[config.mk]
export PLATFORM = sky130hd
export DESIGN_NAME = ccp_cmd_arbiter
export DESIGN_NICKNAME = d
export VERILOG_FILES = /design/src/rtl/ccp_pkg.sv /design/src/rtl/burst_buffer.sv /design/src/rtl/ccp_cmd_arbiter.sv
export SDC_FILE = /design/constraint.sdc
export NUM_CORES = 1
export LEC_CHECK = 0
export BUFFER_PORTS_ARGS = -buffer_cell sky130_fd_sc_hd__buf_2
export CORE_MARGIN = 4
export CORE_UTILIZATION = 55
export DETAILED_ROUTE_END_ITERATION = 8
export PLACE_DENSITY = 0.77
export SYNTH_ARGS = -nofsm -noshare
export SYNTH_HDL_FRONTEND = slang
export SYNTH_SLANG_ARGS = --single-unit
[constraint.sdc]
create_clock -name clock -period 19.16 [get_ports clock]
set_input_delay 1.916 -clock clock [delete_from_list [all_inputs] [get_ports clock]]
set_output_delay 1.916 -clock clock [all_outputs]
set_load 0.03 [all_outputs]
[src/rtl/ccp_pkg.sv]
// Shared definitions for the coprocessor command arbiter: command classes,
// idle word, arbiter states and the header-to-burst-length table.
package ccp_pkg;

  typedef enum logic [1:0] {
    CLS_READ  = 2'b00,
    CLS_WRITE = 2'b01,
    CLS_KEY   = 2'b10,
    CLS_NOP   = 2'b11
  } cmd_class_e;

  typedef enum logic [2:0] {
    ST_WAIT,
    ST_IDLE,
    ST_COLLECT,
    ST_ISSUE,
    ST_RUN,
    ST_GAP
  } arb_state_e;

  localparam logic [31:0] NOP_WORD     = 32'hC000_0000;
  localparam int          MAX_WR_BURST = 14;

  // Key-expansion commands only decode hdr[3:0]; all other classes use hdr[4:0].
  function automatic logic [6:0] burst_len(input logic [31:0] hdr);
    logic [6:0] len;
    len = 7'd1;
    if (hdr[31:30] == CLS_KEY) begin
      case (hdr[3:0])
        4'd0, 4'd1:       len = 7'd4;
        4'd2:             len = 7'd10;
        4'd3, 4'd4, 4'd5: len = 7'd64;
        default:          len = 7'd1;
      endcase
    end else begin
      case (hdr[4:0])
        5'd0, 5'd1, 5'd2, 5'd8, 5'd9: len = 7'd4;
        5'd5, 5'd6:                   len = 7'd8;
        5'd12, 5'd13, 5'd14:          len = 7'd5;
        5'd4:                         len = 7'd14;
        5'd7:                         len = 7'd3;
        5'd16:                        len = 7'd2;
        default:                      len = 7'd1;
      endcase
    end
    return len;
  endfunction

endpackage

[src/rtl/burst_buffer.sv]
// Write-payload staging buffer: words are appended in arrival order and read
// back by index while the command streams to the controller.
module burst_buffer
  import ccp_pkg::*;
(
  input  logic        clock,
  input  logic        reset,
  input  logic        clear_i,
  input  logic        push_i,
  input  logic [31:0] data_i,
  input  logic [3:0]  rd_idx_i,
  output logic [3:0]  count_o,
  output logic [31:0] rd_data_o
);

  logic [31:0] mem_q [MAX_WR_BURST];
  logic [3:0]  wrPtr_q;

  always_ff @(posedge clock or posedge reset) begin
    if (reset) begin
      wrPtr_q <= '0;
      for (int i = 0; i < MAX_WR_BURST; i++) begin
        mem_q[i] <= '0;
      end
    end else if (clear_i) begin
      wrPtr_q <= '0;
    end else if (push_i && (wrPtr_q < 4'(MAX_WR_BURST))) begin
      mem_q[wrPtr_q] <= data_i;
      wrPtr_q        <= wrPtr_q + 4'd1;
    end
  end

  assign count_o   = wrPtr_q;
  assign rd_data_o = (rd_idx_i < 4'(MAX_WR_BURST)) ? mem_q[rd_idx_i] : '0;

endmodule

[src/rtl/ccp_cmd_arbiter.sv]
// Round-robin owner of the coprocessor command port: grants one requester at a
// time, buffers write payloads, issues header plus burst and returns read data.
module ccp_cmd_arbiter
  import ccp_pkg::*;
#(
  parameter int N            = 4,
  parameter int STARTUP_WAIT = 66
) (
  input  logic            clock,
  input  logic            reset,
  input  logic [N-1:0]    req_i,
  input  logic [32*N-1:0] req_hdr_i,
  output logic [N-1:0]    grant_o,
  input  logic [32*N-1:0] wr_data_i,
  input  logic [N-1:0]    wr_valid_i,
  output logic [N-1:0]    wr_ready_o,
  output logic [31:0]     rd_data_o,
  output logic [N-1:0]    rd_valid_o,
  output logic [N-1:0]    done_o,
  output logic [31:0]     instr_out_o,
  input  logic [31:0]     ctrl_out_i
);

  localparam int IDXW = (N > 1) ? $clog2(N) : 1;

  arb_state_e      state_q, state_d;
  logic [IDXW-1:0] owner_q, owner_d;
  logic [IDXW-1:0] lastWin_q, lastWin_d;
  logic [31:0]     hdr_q, hdr_d;
  logic [6:0]      len_q, len_d;
  logic [6:0]      runCnt_q, runCnt_d;
  logic [15:0]     waitCnt_q, waitCnt_d;
  logic            nopDone_q, nopDone_d;

  logic [31:0]     hdrArr [N];
  logic [31:0]     wrDataArr [N];
  logic            winFound;
  logic [IDXW-1:0] winIdx;
  logic [IDXW-1:0] cand;
  logic [31:0]     winHdr;
  logic [N-1:0]    ownerMask;
  logic            wrReadyOwn;
  logic            push;
  logic            lastWord;
  logic            bufClear;
  logic [3:0]      wrCount;
  logic [31:0]     bufData;
  logic            isRead;
  logic            isWrite;
  logic            inTxn;

  always_comb begin
    for (int i = 0; i < N; i++) begin
      hdrArr[i]    = req_hdr_i[32*i +: 32];
      wrDataArr[i] = wr_data_i[32*i +: 32];
    end
  end

  // Search starts one past the previous winner so every requester gets a turn.
  always_comb begin
    winFound = 1'b0;
    winIdx   = '0;
    cand     = '0;
    for (int i = 1; i <= N; i++) begin
      cand = IDXW'((int'(lastWin_q) + i) % N);
      if (!winFound && req_i[cand]) begin
        winFound = 1'b1;
        winIdx   = cand;
      end
    end
  end

  assign winHdr     = hdrArr[winIdx];
  assign ownerMask  = {{(N-1){1'b0}}, 1'b1} << owner_q;
  assign isRead     = (hdr_q[31:30] == CLS_READ);
  assign isWrite    = (hdr_q[31:30] == CLS_WRITE);
  assign wrReadyOwn = (state_q == ST_COLLECT) && ({3'b000, wrCount} < len_q);
  assign push       = wrReadyOwn && wr_valid_i[owner_q];
  assign lastWord   = push && (({3'b000, wrCount} + 7'd1) == len_q);

  burst_buffer u_buffer (
    .clock     (clock),
    .reset     (reset),
    .clear_i   (bufClear),
    .push_i    (push),
    .data_i    (wrDataArr[owner_q]),
    .rd_idx_i  (runCnt_q[3:0]),
    .count_o   (wrCount),
    .rd_data_o (bufData)
  );

  always_ff @(posedge clock or posedge reset) begin
    if (reset) begin
      state_q   <= ST_WAIT;
      owner_q   <= '0;
      lastWin_q <= IDXW'(N - 1);
      hdr_q     <= NOP_WORD;
      len_q     <= 7'd1;
      runCnt_q  <= '0;
      waitCnt_q <= '0;
      nopDone_q <= 1'b0;
    end else begin
      state_q   <= state_d;
      owner_q   <= owner_d;
      lastWin_q <= lastWin_d;
      hdr_q     <= hdr_d;
      len_q     <= len_d;
      runCnt_q  <= runCnt_d;
      waitCnt_q <= waitCnt_d;
      nopDone_q <= nopDone_d;
    end
  end

  // A no-op grant completes in IDLE; arbitration pauses during its done cycle
  // so the requester can drop req before being considered again.
  always_comb begin
    state_d   = state_q;
    owner_d   = owner_q;
    lastWin_d = lastWin_q;
    hdr_d     = hdr_q;
    len_d     = len_q;
    runCnt_d  = runCnt_q;
    waitCnt_d = waitCnt_q;
    nopDone_d = 1'b0;
    bufClear  = 1'b0;
    case (state_q)
      ST_WAIT: begin
        waitCnt_d = waitCnt_q + 16'd1;
        if (waitCnt_q == 16'(STARTUP_WAIT - 1)) state_d = ST_IDLE;
      end
      ST_IDLE: begin
        if (!nopDone_q && winFound) begin
          owner_d   = winIdx;
          lastWin_d = winIdx;
          hdr_d     = winHdr;
          len_d     = burst_len(winHdr);
          bufClear  = 1'b1;
          case (cmd_class_e'(winHdr[31:30]))
            CLS_NOP:   nopDone_d = 1'b1;
            CLS_WRITE: state_d   = ST_COLLECT;
            default:   state_d   = ST_ISSUE;
          endcase
        end
      end
      ST_COLLECT: begin
        if (lastWord) state_d = ST_ISSUE;
      end
      ST_ISSUE: begin
        runCnt_d = '0;
        state_d  = ST_RUN;
      end
      ST_RUN: begin
        runCnt_d = runCnt_q + 7'd1;
        if (runCnt_q == (len_q - 7'd1)) state_d = ST_GAP;
      end
      ST_GAP: begin
        state_d = ST_IDLE;
      end
      default: begin
        state_d = ST_WAIT;
      end
    endcase
  end

  assign inTxn = (state_q == ST_COLLECT) || (state_q == ST_ISSUE) ||
                 (state_q == ST_RUN) || (state_q == ST_GAP);

  // Read words trail the header by two cycles, so valid skips the first RUN cycle.
  always_comb begin
    grant_o     = (inTxn || nopDone_q) ? ownerMask : '0;
    done_o      = ((state_q == ST_GAP) || nopDone_q) ? ownerMask : '0;
    wr_ready_o  = wrReadyOwn ? ownerMask : '0;
    rd_valid_o  = '0;
    rd_data_o   = ctrl_out_i;
    instr_out_o = NOP_WORD;
    if (isRead && (((state_q == ST_RUN) && (runCnt_q != 7'd0)) || (state_q == ST_GAP))) begin
      rd_valid_o = ownerMask;
    end
    if (state_q == ST_ISSUE) begin
      instr_out_o = hdr_q;
    end else if ((state_q == ST_RUN) && isWrite) begin
      instr_out_o = bufData;
    end
  end

endmodule

==> results of run 1 <==
-- worst paths after layout --
path,startpoint,endpoint
worst max-delay path,runCnt_q[0],instr_out_o[15]
worst min-delay path,waitCnt_q[15],waitCnt_q[15]
worst max register to register,owner_q[0],u_buffer.mem_q[142]
worst min register to register,waitCnt_q[15],waitCnt_q[15]
max in group asynchronous,reset,u_buffer.mem_q[46]
min in group asynchronous,reset,waitCnt_q[11]
-- flip-flops by register name, summed over array words and instances, names as in the netlist --
| signal | cells |
|---|---|
| state_q | 3 |
| len_q | 5 |
| lastWin_q | 2 |
| nopDone_q | 1 |
| hdr_q | 32 |
| u_buffer.mem_q | 448 |
| runCnt_q | 7 |
| u_buffer.count_o | 4 |
| owner_q | 2 |
| waitCnt_q | 16 |
-- logic make-up (layout without fill, tap and decap cells) --
logic type	after synthesis	after routing	synth area share, %
flip-flops	520	520	49.40
multiplexers	666	666	33.58
AO/OA/AOI/OAI	207	207	4.914
other	0	10	0
AND/OR/NAND/NOR	393	393	6.443
buffers and inverters	217	461	3.945
XOR/XNOR	26	26	0.8641
adder cells (fa/ha/maj)	18	18	0.8498
-- report_power, final --
| part | total [W] | internal (W) | switching, W |
|---|---|---|---|
| sequential | 0.00110 | 0.00110 | 0 |
| clock | 0.00105 | 0.000620 | 0.000427 |
| combinational | 0.000112 | 0.0000391 | 0.0000728 |
| total | 0.00226 | 0.00176 | 0.000499 |
-- cell usage after synthesis (2+ instances only) --
| master | count |
|---|---|
| nand2_1 | 257 |
| nand2b_1 | 7 |
| clkbuf_1 | 98 |
| ha_1 | 17 |
| buf_4 | 33 |
| mux2_1 | 111 |
| nor2_1 | 36 |
| and2_1 | 3 |
| nor3b_1 | 4 |
| a311oi_1 | 2 |
| nor2b_1 | 3 |
| buf_1 | 15 |
| nor4b_1 | 2 |
| nand4_1 | 8 |
| a21boi_0 | 2 |
| a21oi_1 | 12 |
| nor3_1 | 15 |
| mux2i_1 | 83 |
| o21ai_0 | 125 |
| a21o_1 | 3 |
| a31oi_1 | 2 |
| nand3b_1 | 2 |
| inv_1 | 13 |
| buf_6 | 3 |
| o21a_1 | 3 |
| dfstp_2 | 5 |
| buf_2 | 54 |
| a22o_1 | 33 |
| o22ai_1 | 2 |
| nand4b_1 | 4 |
| o31ai_1 | 4 |
| xor2_1 | 8 |
| o211ai_1 | 4 |
| and3_1 | 4 |
| mux4_2 | 129 |
| xnor2_1 | 18 |
| nor4_1 | 2 |
| nand3_1 | 40 |
| dfrtp_1 | 515 |
| mux2_2 | 342 |
-- through the flow --
step           hold slack, ps  total power [W]  area, µm²  instances  setup slack, ps
2_1_floorplan           446.5         0.001195      26350       2047             2726
3_3_place_gp            460.7         0.001227      28030       2802            12990
3_5_place_dp            464.3         0.001231      28030       2802            12930
4_1_cts                 475.8         0.002269      29820       2898            12320
5_1_grt                 497.1         0.002330      29840       2907            12050
6_report                474.0         0.002257      29840       2908            12400
-- routing by layer --
layer	up-vias	wire [µm]
li1	7837	-
met1	9355	29390
met2	692	34670
met3	211	4723
met4	2	3868
met5	-	14
-- final cells by class --
type                            count  area [µm²]  share of cell area [%]
Sequential cell                   520       13030                   43.67
Multi-Input combinational cell   1310       12330                   41.31
Tap cell                          607       759.5                   2.545
Clock buffer                       77        1568                   5.254
Clock inverter                     19       214.0                  0.7170
Timing Repair Buffer              352        1859                   6.231
Inverter                           13       56.30                  0.1887
Antenna cell                       10       25.02                 0.08386
==> results.py, run 1 <==
metrics = {
    "worst_setup_path": {
        "crit_chain": "buf_4 > buf_4 > mux4_2 > nand2_1 > o21ai_0 > nand2_1 > o21ai_0 > a22o_1 > buf_2",
        "cp.required_ps": 17240,
        "critPathSlowestCell": "dfrtp_4",
        "cp.depth": 9,
        "ff2ff_setup_slack_ps": 15020,
        "r2r_cells": 9,
        "worst_ep_arrival_time_ps": 4850,
        "path_buf_inv": 3,
        "cp_top_family": "buffers and inverters",
        "cp_max_fo": 47,
        "crit_type": "reg2out",
        "crit_path_end_kind": "primary output",
        "cp_slowest_stage_delay_ps": 1000,
        "startpoint_type": "flop",
    },
    "synthesis": {
        "yosys.area.top_type_share_pct": 48.90,
        "synth_edf_count": 0,
        "synth_cell_types": 64,
        "postSynth.asyncResetShare_pct": 100.0,
        "syn_inst": 2047,
        "dominantRegCellSynth": "dfrtp_1",
        "post_synth.cell_area_avg_um2": 12.87,
        "synth.area.top_cells": "dfrtp_1 (49%), mux2_2 (15%), mux4_2 (11%), mux2_1 (4.7%), nand2_1 (3.7%)",
        "ys.warnings.count": 0,
        "synth_seq_cells": 520,
        "synth_seq_area_share_pct": 49.40,
        "synth_nets": 2362,
        "synth_area_um2": 26350,
        "synth_top_area_cell": "dfrtp_1",
    },
    "grt": {
        "top_usage_layer": "met2",
        "grt.met1_usage_pct": 37.39,
        "grt_usage_pct": 28.05,
        "grt_pass1_wl_mm": 110.6,
        "grt_pass1_vias": 18760,
        "grt_start_max_net_pins": 110,
        "overflow": 0,
        "met3_usage_pct": 4.596,
        "grt_use_met2_pct": 45.36,
        "grt_antenna_before_repair": 12,
    },
    "drt": {
        "first_iter_violations": 1439,
        "avgViaCountPerCell": 6.223,
        "ant_nets": 0,
        "wl_mm": 72.66,
        "drc": 0,
        "vias": 18100,
        "first_pass_iters": 7,
        "wl_per_cell_um": 24.99,
    },
    "layout": {
        "synthToLayoutAreaGrowth_pct": 13.23,
        "final_core_util_pct": 63.56,
        "final_net_count": 2564,
        "fillers": 3446,
        "final_common_cell": "dfrtp_1",
        "final_cell_mix": "dfrtp_1 (509), mux2_2 (342), buf_2 (313)",
        "drive_gt1_share_pct": 40.99,
    },
    "timing": {
        "fin_crit_ps": 6762,
        "worst_pin_slew_ps": 1151,
        "drv_slew": 0,
        "fin_crit_sh_pct": 35.29,
        "rsz0062_at_grt": "no",
        "relSlewSlack_pct": 23.07,
        "setup_viol": 0,
        "skew_ps": 18.90,
        "fmax_mhz": 147.9,
        "hold_violations": 0,
        "final.setup.tns_ps": 0,
    },
    "clock_network": {
        "clockBufferDepth": 3,
        "cts_made_buffers": 52,
        "post_cts_resized": 0,
        "root_buffer": "clkbuf_16",
        "clock_latency_ps": 580,
        "cts.htree.levels": 2,
        "cts_hold_buf": 0,
        "cts.clk_slew.worst_paths_ps": 60,
        "postCtsSetupBuffers": 0,
        "cts_tree": "done",
        "cts_sinks": 520,
    },
    "floorplanning": {
        "die_y_um": 226.9,
        "start_util_pct": 56.13,
        "coreArea_um2": 46950,
        "dieArea_um2": 51480,
        "num_io_pins": 378,
        "std_cell_rows": 79,
        "dieWidth_um": 226.9,
    },
    "placement": {
        "dpl.hpwl_mm": 47.31,
        "port_buffers": 313,
        "gp_congestion": 0.9026,
    },
    "power_and_ir_drop": {
        "power_density_nw_per_um2": 75.62,
        "power.leakage_nw": 14.58,
        "peakVddDrop_mv": 0.06827,
    },
    "outcome": {
        "status": "finished, final reports clean",
    },
    "job": {
        "drv_cap": 0,
    },
    "min_path": {
        "min_path_type": "reg2reg",
        "hold_depth": 1,
    },
}
(Power assumes the default switching activity.)
==> run 2: changes to the inputs <==
Settings changed: ABC_AREA set to 1.
Clock period 19.16 ns to 7 ns, I/O delays scaled along.
==> run 2 against run 1 <==
Clock skew up 16 ps. Non-clock buffer count rose by 14. Core utilization shrank 0.95 points.
==> results.py, run 2 <==
metrics = {
    "worst_setup_path": {
        "startpoint_type": "flop",
        "r2r_start": "u_buffer.count_o[2]",
        "crit_path_end_kind": "primary output",
        "worst_ep_arrival_time_ps": 4160,
        "cp_max_fo": 65,
        "cp.required_ps": 6300,
        "cp-startpoint": "runCnt_q[1]",
        "r2r_cells": 11,
        "crit_type": "reg2out",
    },
    "clock_network": {
        "clock_latency_ps": 630,
        "cts_hold_buf": 0,
        "cts.clk_slew.worst_paths_ps": 70,
        "cts.htree.levels": 2,
        "cts_sinks": 520,
        "cts_tree": "done",
        "post_cts_resized": 0,
        "clockBufferDepth": 3,
        "root_buffer": "clkbuf_16",
        "cts_made_buffers": 53,
        "postCtsSetupBuffers": 0,
    },
    "synthesis": {
        "dominantRegCellSynth": "dfrtp_1",
        "synth_top_area_cell": "dfrtp_1",
        "synth.area.top_cells": "dfrtp_1 (48%), o21ai_0 (11%), nand2_1 (9.2%), inv_1 (4.3%), o21a_1 (3.7%)",
        "post_synth.cell_area_avg_um2": 8.136,
        "synth_seq_area_share_pct": 48.87,
        "synth_seq_cells": 520,
        "postSynth.asyncResetShare_pct": 100.0,
        "ys.warnings.count": 0,
        "synthTopCellsByCount": "nand2_1 (652), o21ai_0 (599), dfrtp_1 (515)",
        "synth_cell_types": 47,
        "synth_most_common_cell": "nand2_1",
        "syn_inst": 3274,
        "synth_area_um2": 26640,
        "yosys.area.top_type_share_pct": 48.38,
        "synth_edf_count": 0,
        "synth_nets": 3589,
    },
    "floorplanning": {
        "die_y_um": 228.1,
        "dieArea_um2": 52020,
        "coreArea_um2": 47850,
        "num_io_pins": 378,
        "dieWidth_um": 228.1,
        "start_util_pct": 55.67,
        "std_cell_rows": 80,
    },
    "grt": {
        "grt_pass1_vias": 24700,
        "overflow": 0,
        "grt_antenna_before_repair": 5,
        "grt.met1_usage_pct": 44.55,
        "grt_usage_pct": 33.28,
        "grt_pass1_wl_mm": 138.5,
        "grt_start_max_net_pins": 164,
        "grt_use_met2_pct": 51.87,
        "top_usage_layer": "met2",
        "met3_usage_pct": 6.999,
    },
    "drt": {
        "drc": 0,
        "vias": 25350,
        "avgViaCountPerCell": 6.215,
        "wl_per_cell_um": 21.85,
        "first_pass_iters": 6,
        "first_iter_violations": 2945,
        "ant_nets": 0,
        "wl_mm": 89.13,
    },
    "placement": {
        "port_buffers": 313,
        "gp_congestion": 0.9615,
        "dpl_worst_slack_ps": 2810,
        "dpl.hpwl_mm": 56.64,
        "dp_cells": 3985,
    },
    "timing": {
        "skew_ps": 34.95,
        "fin_crit_sh_pct": 69.40,
        "fmax_mhz": 205.9,
        "hold_violations": 0,
        "relSlewSlack_pct": 21.18,
        "worst_pin_slew_ps": 1182,
        "drv_slew": 0,
        "fin_ws_ps": 2142,
        "fin_crit_ps": 4858,
        "setup_viol": 0,
        "rsz0062_at_grt": "no",
    },
    "power_and_ir_drop": {
        "power_density_nw_per_um2": 204.5,
        "peakVddDrop_mv": 0.1830,
        "power.leakage_nw": 14.21,
    },
    "layout": {
        "final_core_util_pct": 62.60,
        "final_net_count": 3740,
        "fillers": 4042,
        "final_cell_mix": "nand2_1 (650), o21ai_0 (599), dfrtp_1 (512)",
        "ff_latch_area_um2": 13030,
        "drive_gt1_share_pct": 15.11,
        "synthToLayoutAreaGrowth_pct": 12.45,
        "multi_input_area_um2": 11280,
        "final_common_cell": "nand2_1",
        "reg.largest.list": "u_buffer.mem_q: 448 flops, hdr_q: 32 flops, waitCnt_q: 16 flops",
        "finalNonFillerCells": 4079,
        "largest_reg_flops": 448,
        "top_register": "u_buffer.mem_q",
    },
    "min_path": {
        "min_path_type": "in2async",
    },
    "outcome": {
        "status": "finished, final reports clean",
    },
    "job": {
        "drv_cap": 0,
    },
}
## run 2: cell count changes after synthesis, sizes merged, moves of 30 or more
cell and change:
mux4 -129, mux2 -453, clkbuf +83, a22o -33, o21a +128, mux2i -84
nand3 +80, o311ai +30, a22oi +48, o21ai +508, a21oi +182, inv +301
nand2 +415, nor2 +104
## run 2: through the flow
stage	setup TNS (ps)	cell area [µm²]	hold WS, ps	power [W]
5_1_grt	0	29950	206.1	0.006323
3_3_place_gp	0	28260	461.2	0.003384
3_5_place_dp	0	28260	469.2	0.003389
2_1_floorplan	-391470	26640	446.6	0.003274
6_report	0	29950	157.4	0.006125
4_1_cts	0	29950	148.6	0.006152
## run 2: metal layers
layer / up-vias / routed length, µm
met3: 292 / 9229
met1: 12300 / 34580
li1: 11250 / -
met5: - / 9
met2: 1503 / 40470
met4: 2 / 4840
## run 2: kinds of logic (layout without fill, tap and decap cells)
family / after synthesis / after routing / synth area share, %
buf+inv: 585 / 772 / 9.032
other cells: 0 / 3 / 0
fa+ha+maj: 17 / 17 / 0.7985
flops: 520 / 520 / 48.87
compound gates: 1152 / 1152 / 25.08
xor+xnor: 24 / 24 / 0.7891
simple gates: 976 / 976 / 15.43
## run 2: final timing paths
check / endpoint / slack (ps)
max in group asynchronous: hdr_q[21] / 4980
max reg2reg: u_buffer.mem_q[351] / 3140
max: rd_valid_o[2] / 2140
min reg2reg: u_buffer.mem_q[96] / 480
min in group clock: hdr_q[13] / 460
min: hdr_q[1] / 160
## run 2: cell type report
type	count	area share [%]
Antenna cell	3	0.02506
Clock buffer	77	5.096
Clock inverter	14	0.5221
Inverter	315	3.985
Multi-Input combinational cell	2169	37.67
Sequential cell	520	43.49
Tap cell	615	2.569
Timing Repair Buffer	366	6.642
## run 2: power by group
part	leakage [nW]	switching, W	internal [W]
clock network	0.815	0.00120	0.00158
registers	6.18	0	0.00301
logic	7.22	0.000228	0.000106
## run 2: worst max-delay path, cell delays in order, from the launching register on
cell and delay (ps):
dfrtp_2 550, inv_2 610, buf_4 860, ha_1 280, nand4_1 90, o41ai_1 790
nor2_1 110, buf_2 220
